### src/rtl/irq_ctrl_if.sv
// AXI-Lite register-access interface used by irq_ctrl.
interface axi_lite_if #(
    parameter int AW = 32,
    parameter int DW = 32
);
    logic [AW-1:0] awaddr;
    logic          awvalid;
    logic          awready;
    logic [DW-1:0] wdata;
    logic [DW/8-1:0] wstrb;
    logic          wvalid;
    logic          wready;
    logic [1:0]    bresp;
    logic          bvalid;
    logic          bready;
    logic [AW-1:0] araddr;
    logic          arvalid;
    logic          arready;
    logic [DW-1:0] rdata;
    logic [1:0]    rresp;
    logic          rvalid;
    logic          rready;

    modport slave (
        input  awaddr, awvalid, wdata, wstrb, wvalid, bready, araddr, arvalid, rready,
        output awready, wready, bresp, bvalid, arready, rdata, rresp, rvalid
    );
    modport master (
        output awaddr, awvalid, wdata, wstrb, wvalid, bready, araddr, arvalid, rready,
        input  awready, wready, bresp, bvalid, arready, rdata, rresp, rvalid
    );
endinterface

### src/rtl/irq_ctrl.sv
// irq_ctrl: per-source gateways, claim/complete, single registered irq to the core.
// Optional build macro IRQ_CTRL_PRIO_EN adds per-source PRIO and a THRESHOLD register.
module irq_gate (
    input  logic clk,
    input  logic rst,
    input  logic src,
    input  logic edge_mode,
    input  logic claim,
    input  logic complete,
    output logic pending,
    output logic in_service
);
    logic s1, s2, s2_q, hit;

    assign hit = edge_mode ? (s2 & ~s2_q) : s2;

    always_ff @(posedge clk) begin
        if (rst) begin
            s1         <= 1'b0;
            s2         <= 1'b0;
            s2_q       <= 1'b0;
            pending    <= 1'b0;
            in_service <= 1'b0;
        end else begin
            s1   <= src;
            s2   <= s1;
            s2_q <= s2;
            if (claim) begin
                pending    <= 1'b0;
                in_service <= 1'b1;
            end else begin
                if (complete)
                    in_service <= 1'b0;
                // an event coinciding with its own completion is dropped
                if (hit && !in_service && !complete)
                    pending <= 1'b1;
            end
        end
    end
endmodule

module irq_ctrl #(
    parameter int NSRC = 8,
    parameter int AW   = 32,
    parameter int DW   = 32
) (
    input  logic            clk,
    input  logic            rst,
    axi_lite_if.slave       s_axi,
    input  logic [NSRC-1:0] irq_src,
    output logic            irq_out
);
`ifdef IRQ_CTRL_PRIO_EN
    localparam int IW = 6;
`else
    localparam int IW = 4;
`endif

    typedef enum logic [1:0] {W_IDLE, W_DATA, W_RESP} w_state_t;
    typedef enum logic [1:0] {R_IDLE, R_DATA, R_RESP} r_state_t;

    w_state_t        w_state;
    r_state_t        r_state;
    logic [IW-1:0]   w_idx, r_idx;
    logic            awready, wready, bvalid, arready, rvalid;
    logic [DW-1:0]   rdata, rd_mux;
    logic [NSRC-1:0] enable, edge_mode, pending, in_service, elig;
    logic [NSRC-1:0] claim_vec, complete_vec;
    logic [4:0]      win_id;
    logic            wr_fire, claim_fire;
`ifdef IRQ_CTRL_PRIO_EN
    logic [NSRC-1:0][2:0] prio;
    logic [2:0]           threshold, best;
`endif

    logic unused;
    assign unused = ^{s_axi.wstrb, s_axi.wdata, s_axi.awaddr, s_axi.araddr};

    assign s_axi.awready = awready;
    assign s_axi.wready  = wready;
    assign s_axi.bvalid  = bvalid;
    assign s_axi.bresp   = 2'b00;
    assign s_axi.arready = arready;
    assign s_axi.rvalid  = rvalid;
    assign s_axi.rdata   = rdata;
    assign s_axi.rresp   = 2'b00;

    assign wr_fire    = (w_state == W_DATA) && s_axi.wvalid;
    assign claim_fire = (r_state == R_DATA) && (r_idx == IW'(3));

    for (genvar i = 0; i < NSRC; i++) begin : g_src
        assign claim_vec[i]    = claim_fire && (win_id == 5'(i + 1));
        assign complete_vec[i] = wr_fire && (w_idx == IW'(4)) && (s_axi.wdata[4:0] == 5'(i + 1));
`ifdef IRQ_CTRL_PRIO_EN
        assign elig[i] = pending[i] & enable[i] & (prio[i] > threshold);
`else
        assign elig[i] = pending[i] & enable[i];
`endif
        irq_gate u_gate (
            .clk        (clk),
            .rst        (rst),
            .src        (irq_src[i]),
            .edge_mode  (edge_mode[i]),
            .claim      (claim_vec[i]),
            .complete   (complete_vec[i]),
            .pending    (pending[i]),
            .in_service (in_service[i])
        );
    end

    always_comb begin
        win_id = '0;
`ifdef IRQ_CTRL_PRIO_EN
        best = '0;
        // strict '>' keeps the lowest index on equal priority
        for (int i = 0; i < NSRC; i++)
            if (elig[i] && (win_id == '0 || prio[i] > best)) begin
                win_id = 5'(i + 1);
                best   = prio[i];
            end
`else
        for (int i = NSRC - 1; i >= 0; i--)
            if (elig[i]) win_id = 5'(i + 1);
`endif
    end

    always_comb begin
        rd_mux = '0;
        case (r_idx)
            IW'(0): rd_mux = DW'(pending);
            IW'(1): rd_mux = DW'(enable);
            IW'(2): rd_mux = DW'(edge_mode);
            IW'(3): rd_mux = DW'(win_id);
            IW'(5): rd_mux = DW'(in_service);
            default: ;
        endcase
`ifdef IRQ_CTRL_PRIO_EN
        if (r_idx == IW'(6)) rd_mux = DW'(threshold);
        for (int i = 0; i < NSRC; i++)
            if (r_idx == IW'(8 + i)) rd_mux = DW'(prio[i]);
`endif
    end

    always_ff @(posedge clk) begin
        if (rst) begin
            enable    <= '0;
            edge_mode <= '0;
`ifdef IRQ_CTRL_PRIO_EN
            prio      <= {NSRC{3'd1}};
            threshold <= '0;
`endif
        end else if (wr_fire) begin
            if (w_idx == IW'(1)) enable    <= s_axi.wdata[NSRC-1:0];
            if (w_idx == IW'(2)) edge_mode <= s_axi.wdata[NSRC-1:0];
`ifdef IRQ_CTRL_PRIO_EN
            if (w_idx == IW'(6)) threshold <= s_axi.wdata[2:0];
            for (int i = 0; i < NSRC; i++)
                if (w_idx == IW'(8 + i)) prio[i] <= s_axi.wdata[2:0];
`endif
        end
    end

    always_ff @(posedge clk) begin
        if (rst) irq_out <= 1'b0;
        else     irq_out <= |elig;
    end

    always_ff @(posedge clk) begin
        if (rst) begin
            w_state <= W_IDLE;
            awready <= 1'b0;
            wready  <= 1'b0;
            bvalid  <= 1'b0;
            w_idx   <= '0;
        end else begin
            case (w_state)
                W_IDLE:
                    if (awready && s_axi.awvalid) begin
                        w_idx   <= s_axi.awaddr[IW+1:2];
                        awready <= 1'b0;
                        wready  <= 1'b1;
                        w_state <= W_DATA;
                    end else begin
                        awready <= 1'b1;
                    end
                W_DATA:
                    if (s_axi.wvalid) begin
                        wready  <= 1'b0;
                        bvalid  <= 1'b1;
                        w_state <= W_RESP;
                    end
                W_RESP:
                    if (s_axi.bready) begin
                        bvalid  <= 1'b0;
                        awready <= 1'b1;
                        w_state <= W_IDLE;
                    end
                default: w_state <= W_IDLE;
            endcase
        end
    end

    always_ff @(posedge clk) begin
        if (rst) begin
            r_state <= R_IDLE;
            arready <= 1'b0;
            rvalid  <= 1'b0;
            rdata   <= '0;
            r_idx   <= '0;
        end else begin
            case (r_state)
                R_IDLE:
                    if (arready && s_axi.arvalid) begin
                        r_idx   <= s_axi.araddr[IW+1:2];
                        arready <= 1'b0;
                        r_state <= R_DATA;
                    end else begin
                        arready <= 1'b1;
                    end
                R_DATA: begin
                    rdata   <= rd_mux;
                    rvalid  <= 1'b1;
                    r_state <= R_RESP;
                end
                R_RESP:
                    if (s_axi.rready) begin
                        rvalid  <= 1'b0;
                        arready <= 1'b1;
                        r_state <= R_IDLE;
                    end
                default: r_state <= R_IDLE;
            endcase
        end
    end
endmodule

### src/flat_wrapper.sv
// flat-port wrapper written by rule: the top's interface ports become plain ports
module irq_ctrl_flat 
#(
    parameter int NSRC = 8,
    parameter int AW   = 32,
    parameter int DW   = 32
)
  (clk, rst, irq_src, irq_out, s_axi_awaddr, s_axi_awvalid, s_axi_wdata, s_axi_wstrb, s_axi_wvalid, s_axi_bready, s_axi_araddr, s_axi_arvalid, s_axi_rready, s_axi_awready, s_axi_wready, s_axi_bresp, s_axi_bvalid, s_axi_arready, s_axi_rdata, s_axi_rresp, s_axi_rvalid);
  axi_lite_if #(.AW(AW), .DW(DW)) s_axi_i ();
  input  logic clk;
  input  logic rst;
  input  logic [NSRC-1:0] irq_src;
  output logic irq_out;
  input wire logic [$bits(s_axi_i.awaddr)-1:0] s_axi_awaddr;
  input wire logic [$bits(s_axi_i.awvalid)-1:0] s_axi_awvalid;
  input wire logic [$bits(s_axi_i.wdata)-1:0] s_axi_wdata;
  input wire logic [$bits(s_axi_i.wstrb)-1:0] s_axi_wstrb;
  input wire logic [$bits(s_axi_i.wvalid)-1:0] s_axi_wvalid;
  input wire logic [$bits(s_axi_i.bready)-1:0] s_axi_bready;
  input wire logic [$bits(s_axi_i.araddr)-1:0] s_axi_araddr;
  input wire logic [$bits(s_axi_i.arvalid)-1:0] s_axi_arvalid;
  input wire logic [$bits(s_axi_i.rready)-1:0] s_axi_rready;
  output wire logic [$bits(s_axi_i.awready)-1:0] s_axi_awready;
  output wire logic [$bits(s_axi_i.wready)-1:0] s_axi_wready;
  output wire logic [$bits(s_axi_i.bresp)-1:0] s_axi_bresp;
  output wire logic [$bits(s_axi_i.bvalid)-1:0] s_axi_bvalid;
  output wire logic [$bits(s_axi_i.arready)-1:0] s_axi_arready;
  output wire logic [$bits(s_axi_i.rdata)-1:0] s_axi_rdata;
  output wire logic [$bits(s_axi_i.rresp)-1:0] s_axi_rresp;
  output wire logic [$bits(s_axi_i.rvalid)-1:0] s_axi_rvalid;
  assign s_axi_i.awaddr = s_axi_awaddr;
  assign s_axi_i.awvalid = s_axi_awvalid;
  assign s_axi_i.wdata = s_axi_wdata;
  assign s_axi_i.wstrb = s_axi_wstrb;
  assign s_axi_i.wvalid = s_axi_wvalid;
  assign s_axi_i.bready = s_axi_bready;
  assign s_axi_i.araddr = s_axi_araddr;
  assign s_axi_i.arvalid = s_axi_arvalid;
  assign s_axi_i.rready = s_axi_rready;
  assign s_axi_awready = s_axi_i.awready;
  assign s_axi_wready = s_axi_i.wready;
  assign s_axi_bresp = s_axi_i.bresp;
  assign s_axi_bvalid = s_axi_i.bvalid;
  assign s_axi_arready = s_axi_i.arready;
  assign s_axi_rdata = s_axi_i.rdata;
  assign s_axi_rresp = s_axi_i.rresp;
  assign s_axi_rvalid = s_axi_i.rvalid;
  irq_ctrl #(.NSRC(NSRC), .AW(AW), .DW(DW)) u_core (.clk(clk), .rst(rst), .s_axi(s_axi_i), .irq_src(irq_src), .irq_out(irq_out));
endmodule
### config.mk
export PLATFORM = sky130hd
export DESIGN_NAME = irq_ctrl_flat
export DESIGN_NICKNAME = d
export VERILOG_FILES = /design/src/rtl/irq_ctrl_if.sv /design/src/rtl/irq_ctrl.sv /design/src/flat_wrapper.sv
export SDC_FILE = /design/constraint.sdc
export NUM_CORES = 1
export LEC_CHECK = 0
export ABC_AREA = 1
export CORE_ASPECT_RATIO = 0.6
export CORE_MARGIN = 2
export CORE_UTILIZATION = 40
export DETAILED_ROUTE_END_ITERATION = 8
export GPL_TIMING_DRIVEN = 0
export PLACE_DENSITY_LB_ADDON = 0.25
export SYNTH_ARGS = -nofsm -noshare
export SYNTH_HDL_FRONTEND = slang
export SYNTH_HIERARCHICAL = 1
export SYNTH_SLANG_ARGS = --single-unit
### constraint.sdc
create_clock -name clk -period 3.6 [get_ports clk]
set_input_delay 1.08 -clock clk [delete_from_list [all_inputs] [get_ports clk]]
set_output_delay 1.08 -clock clk [all_outputs]
set_load 0.02 [all_outputs]
==> flow_metrics.py <==
metrics = {
    "global_route": {
        "grt_usage_pct": 18.89,
        "grt_pass1_vias": 2882,
        "grt_max_degree": 42,
        "overflow": 0,
        "antenna_found_initial": 0,
        "grt_pass1_wl_um": 14290,
    },
    "route": {
        "dr.pass1.iters": 4,
        "via_count": 3206,
        "wl_per_cell_um": 13.11,
        "via_per_inst": 4.626,
        "drt_iter0_drc": 179,
        "drcViolationCount": 0,
        "routed_wl_um": 9086,
        "postRouteAntennaNets": 0,
    },
    "outcome": {
        "status": "finished clean",
    },
    "setup_path": {
        "cp_slowest_cell": "clkdlybuf4s50_1",
        "critPathLaunch": "s_axi_wvalid",
        "cp_cell_sequence": "clkdlybuf4s50_1, nand2_4, nor4_4, nand4_2, nor3_1, inv_1, a21oi_1, nor2_1",
        "cp-start-kind": "primary input",
        "critPathCapture": "u_core/g_src[6].u_gate/in_service$_SDFFE_PP0P_",
        "worst_path_largest_cell_delay_ns": 0.53,
        "reg2regPathDepth": 9,
        "crit_path_max_fanout": 5,
        "endpoint_kind": "flop",
        "r2r_end": "u_core/g_src[6].u_gate/in_service$_SDFFE_PP0P_",
        "rrSetupSlack_ns": 1.76,
        "critPathKind": "in2reg",
        "r2r_start": "u_core/w_state[0]$_SDFFE_PP0P_",
        "worstPathArrival_ns": 2.81,
        "crit_required_ns": 3.80,
    },
    "run": {
        "drv_cap": 0,
    },
    "timing": {
        "fin_hold_ws_ns": 0.3949,
        "fmax_ghz": 0.3821,
        "fin_skew_ns": 0.004514,
        "drv_slew": 0,
        "finalSetupViolCount": 0,
        "slew-limit-headroom_pct": 45.07,
        "fin_crit_sh_pct": 72.69,
        "worstMarginPinSlew_ns": 0.8239,
        "hold_violations": 0,
        "fin_crit_ns": 2.617,
        "rsz0062_at_grt": "no",
    },
    "power_and_ir_drop": {
        "ir_drop_v": 0.0002458,
        "pwr-share-clk_pct": 44.5,
        "leakagePower_nw": 1.946,
        "p_total_w": 0.002148,
        "power_switching_w": 0.0004984,
        "p_int_w": 0.001649,
        "p_per_area_nw_per_um2": 460.4,
        "power.share.combinational_pct": 10.9,
        "p_seq_share_pct": 44.6,
        "netSwitchingFraction_pct": 23.21,
    },
    "yosys": {
        "ys_seq_elements": 82,
        "ys_warn_count": 6,
        "syn_area_um2": 3675,
        "syn_inst": 492,
        "ys_types": 35,
        "seq_area_frac_synth_pct": 44.67,
        "synth.avg_cell_area_um2": 7.469,
    },
    "die": {
        "dieHeight_um": 78.25,
        "core-area_um2": 9054,
        "row_count": 27,
        "fp.dieW_um": 127.7,
        "ios": 157,
        "die_area_um2": 9995,
        "initial_core_util_pct": 40.59,
    },
    "hold_path": {
        "worstHoldPathType": "reg2reg",
    },
    "final_layout": {
        "fillers": 895,
        "multi_input_area_um2": 1594,
        "fin_cells": 693,
        "drive_above_1_share_pct": 14.90,
        "layout_commonest_cell": "nand2_1",
        "n_antenna_cell": 0,
        "register_area_um2": 1642,
        "num-nets-final": 689,
        "syn2layout_area_growth_pct": 26.93,
        "final_cell_mix": "nand2_1 (98), dfxtp_1 (82), nor2_1 (77)",
    },
    "clock_network": {
        "cts-resized-gates": 0,
        "cts_sinks": 82,
        "cts-hold-fix-buffers": 0,
        "insertion_delay_ns": 0.33,
        "htreeDepth": 3,
        "clockBufferDepth": 2,
        "cts_root_buffer": "clkbuf_16",
        "postCtsSetupBuffers": 0,
        "clk_pin_slew_ns": 0.06,
        "cts_tree": "done",
        "cts_made_buffers": 9,
    },
    "placed_design": {
        "dp.cells": 679,
        "dpl.hpwl_um": 6857,
        "gp_congestion": 0.9538,
        "io_buffers": 44,
    },
}
[registers in the layout (all words and copies together) (netlist names), 4 cells and up]
signal	flops
u_core/edge_mode	8
u_core/enable	8
u_core/g_src.u_gate/in_service	8
u_core/g_src.u_gate/pending	8
u_core/g_src.u_gate/s1	8
u_core/g_src.u_gate/s2	8
u_core/g_src.u_gate/s2_q	8
u_core/s_axi.rdata	8
u_core/r_idx	4
u_core/w_idx	4
[area by class of cell]
class	count	area share, %
sequential	82	35.19
multi-input combinational	324	34.17
timing repair buffer	44	9.335
inverter	77	6.304
buffer	36	5.284
clock buffer	11	5.204
tap	116	3.112
clock inverter	3	1.395
[cells by family (layout without fill, tap and decap cells)]
family                 count (synthesis)  after routing  share of synthesized area (%)
buffers and inverters                113            171                          14.71
AND/OR/NAND/NOR                      233            233                          28.43
other                                  1             28                         0.1020
flip-flops                            82             82                          44.67
AO/OA/AOI/OAI                         63             63                          12.09
[worst min-delay path by stage]
stage / from / end / slack (ns) / depth (start not counted)
final: u_core/g_src[1].u_gate/s1$_SDFF_PP0_ / u_core/g_src[1].u_gate/s2$_SDFF_PP0_ / 0.39 / 2
after global routing: u_core/g_src[0].u_gate/s1$_SDFF_PP0_ / u_core/g_src[0].u_gate/s2$_SDFF_PP0_ / 0.42 / 2
after CTS: u_core/g_src[1].u_gate/s1$_SDFF_PP0_ / u_core/g_src[1].u_gate/s2$_SDFF_PP0_ / 0.40 / 2
after detailed placement: u_core/g_src[4].u_gate/s1$_SDFF_PP0_ / u_core/g_src[4].u_gate/s2$_SDFF_PP0_ / 0.39 / 2
after global placement: u_core/g_src[3].u_gate/s1$_SDFF_PP0_ / u_core/g_src[3].u_gate/s2$_SDFF_PP0_ / 0.39 / 2
after floorplan: u_core/g_src[0].u_gate/s1$_SDFF_PP0_ / u_core/g_src[0].u_gate/s2$_SDFF_PP0_ / 0.39 / 2
[stage by stage]
stage	setup TNS, ns	utilization [%]	cell area [µm²]	setup WS, ns
global placement	-1.817	48.18	4362	-0.1270
finish	0	51.52	4664	0.9830
floorplan	0	-	3776	1.672
detailed placement	-3.315	48.18	4362	-0.2075
global route	0	51.52	4664	0.8662
CTS	0	51.58	4669	0.1563
[power groups by stage]
| stage | clock network, W | registers (W) | logic [W] |
|---|---|---|---|
| finish | 0.000957 | 0.000958 | 0.000233 |
| global route | 0.00102 | 0.000960 | 0.000253 |
| CTS | 0.000984 | 0.000958 | 0.000233 |
| detailed placement | 0 | 0.000977 | 0.000232 |
| global placement | 0 | 0.000976 | 0.000228 |
| floorplan | 0 | 0.000979 | 0.000143 |
[routing by layer]
layer	wire length [µm]	share of wire (%)	GRT usage, %	vias to the layer above
li1	-	-	-	1655
met1	4482	49	26.38	1450
met2	3765	41	27.38	91
met3	727	8.0	5.658	10
met4	110	1.2	7.143	0
met5	0	0	0	-
[worst max-delay path: cells and delay by family]
family | cells | cell delay, ns
buf+inv | 2 | 0.63
simple gates | 5 | 0.95
compound gates | 1 | 0.14
[Yosys cell counts, drive strengths merged]
library cell  instances  area, µm²
a211oi               19      177.7
a21oi                37      215.2
a31oi                 1      6.260
a41oi                 1      8.760
buf                  31      227.7
clkbuf                5      18.77
clkinv                1      8.760
conb                  1      3.750
dfxtp                82       1642
inv                  76      285.3
nand2               100      385.4
nand3                22      115.1
nand3b                3      22.52
nand4                 4      31.28
nor2                 82      335.3
nor3                 11      71.32
nor4                  3      33.78
o2111ai               2      17.52
o21ai                 2      10.00
o2bb2ai               1      8.760
or2                   8      50.05
(Power assumes the default switching activity.)
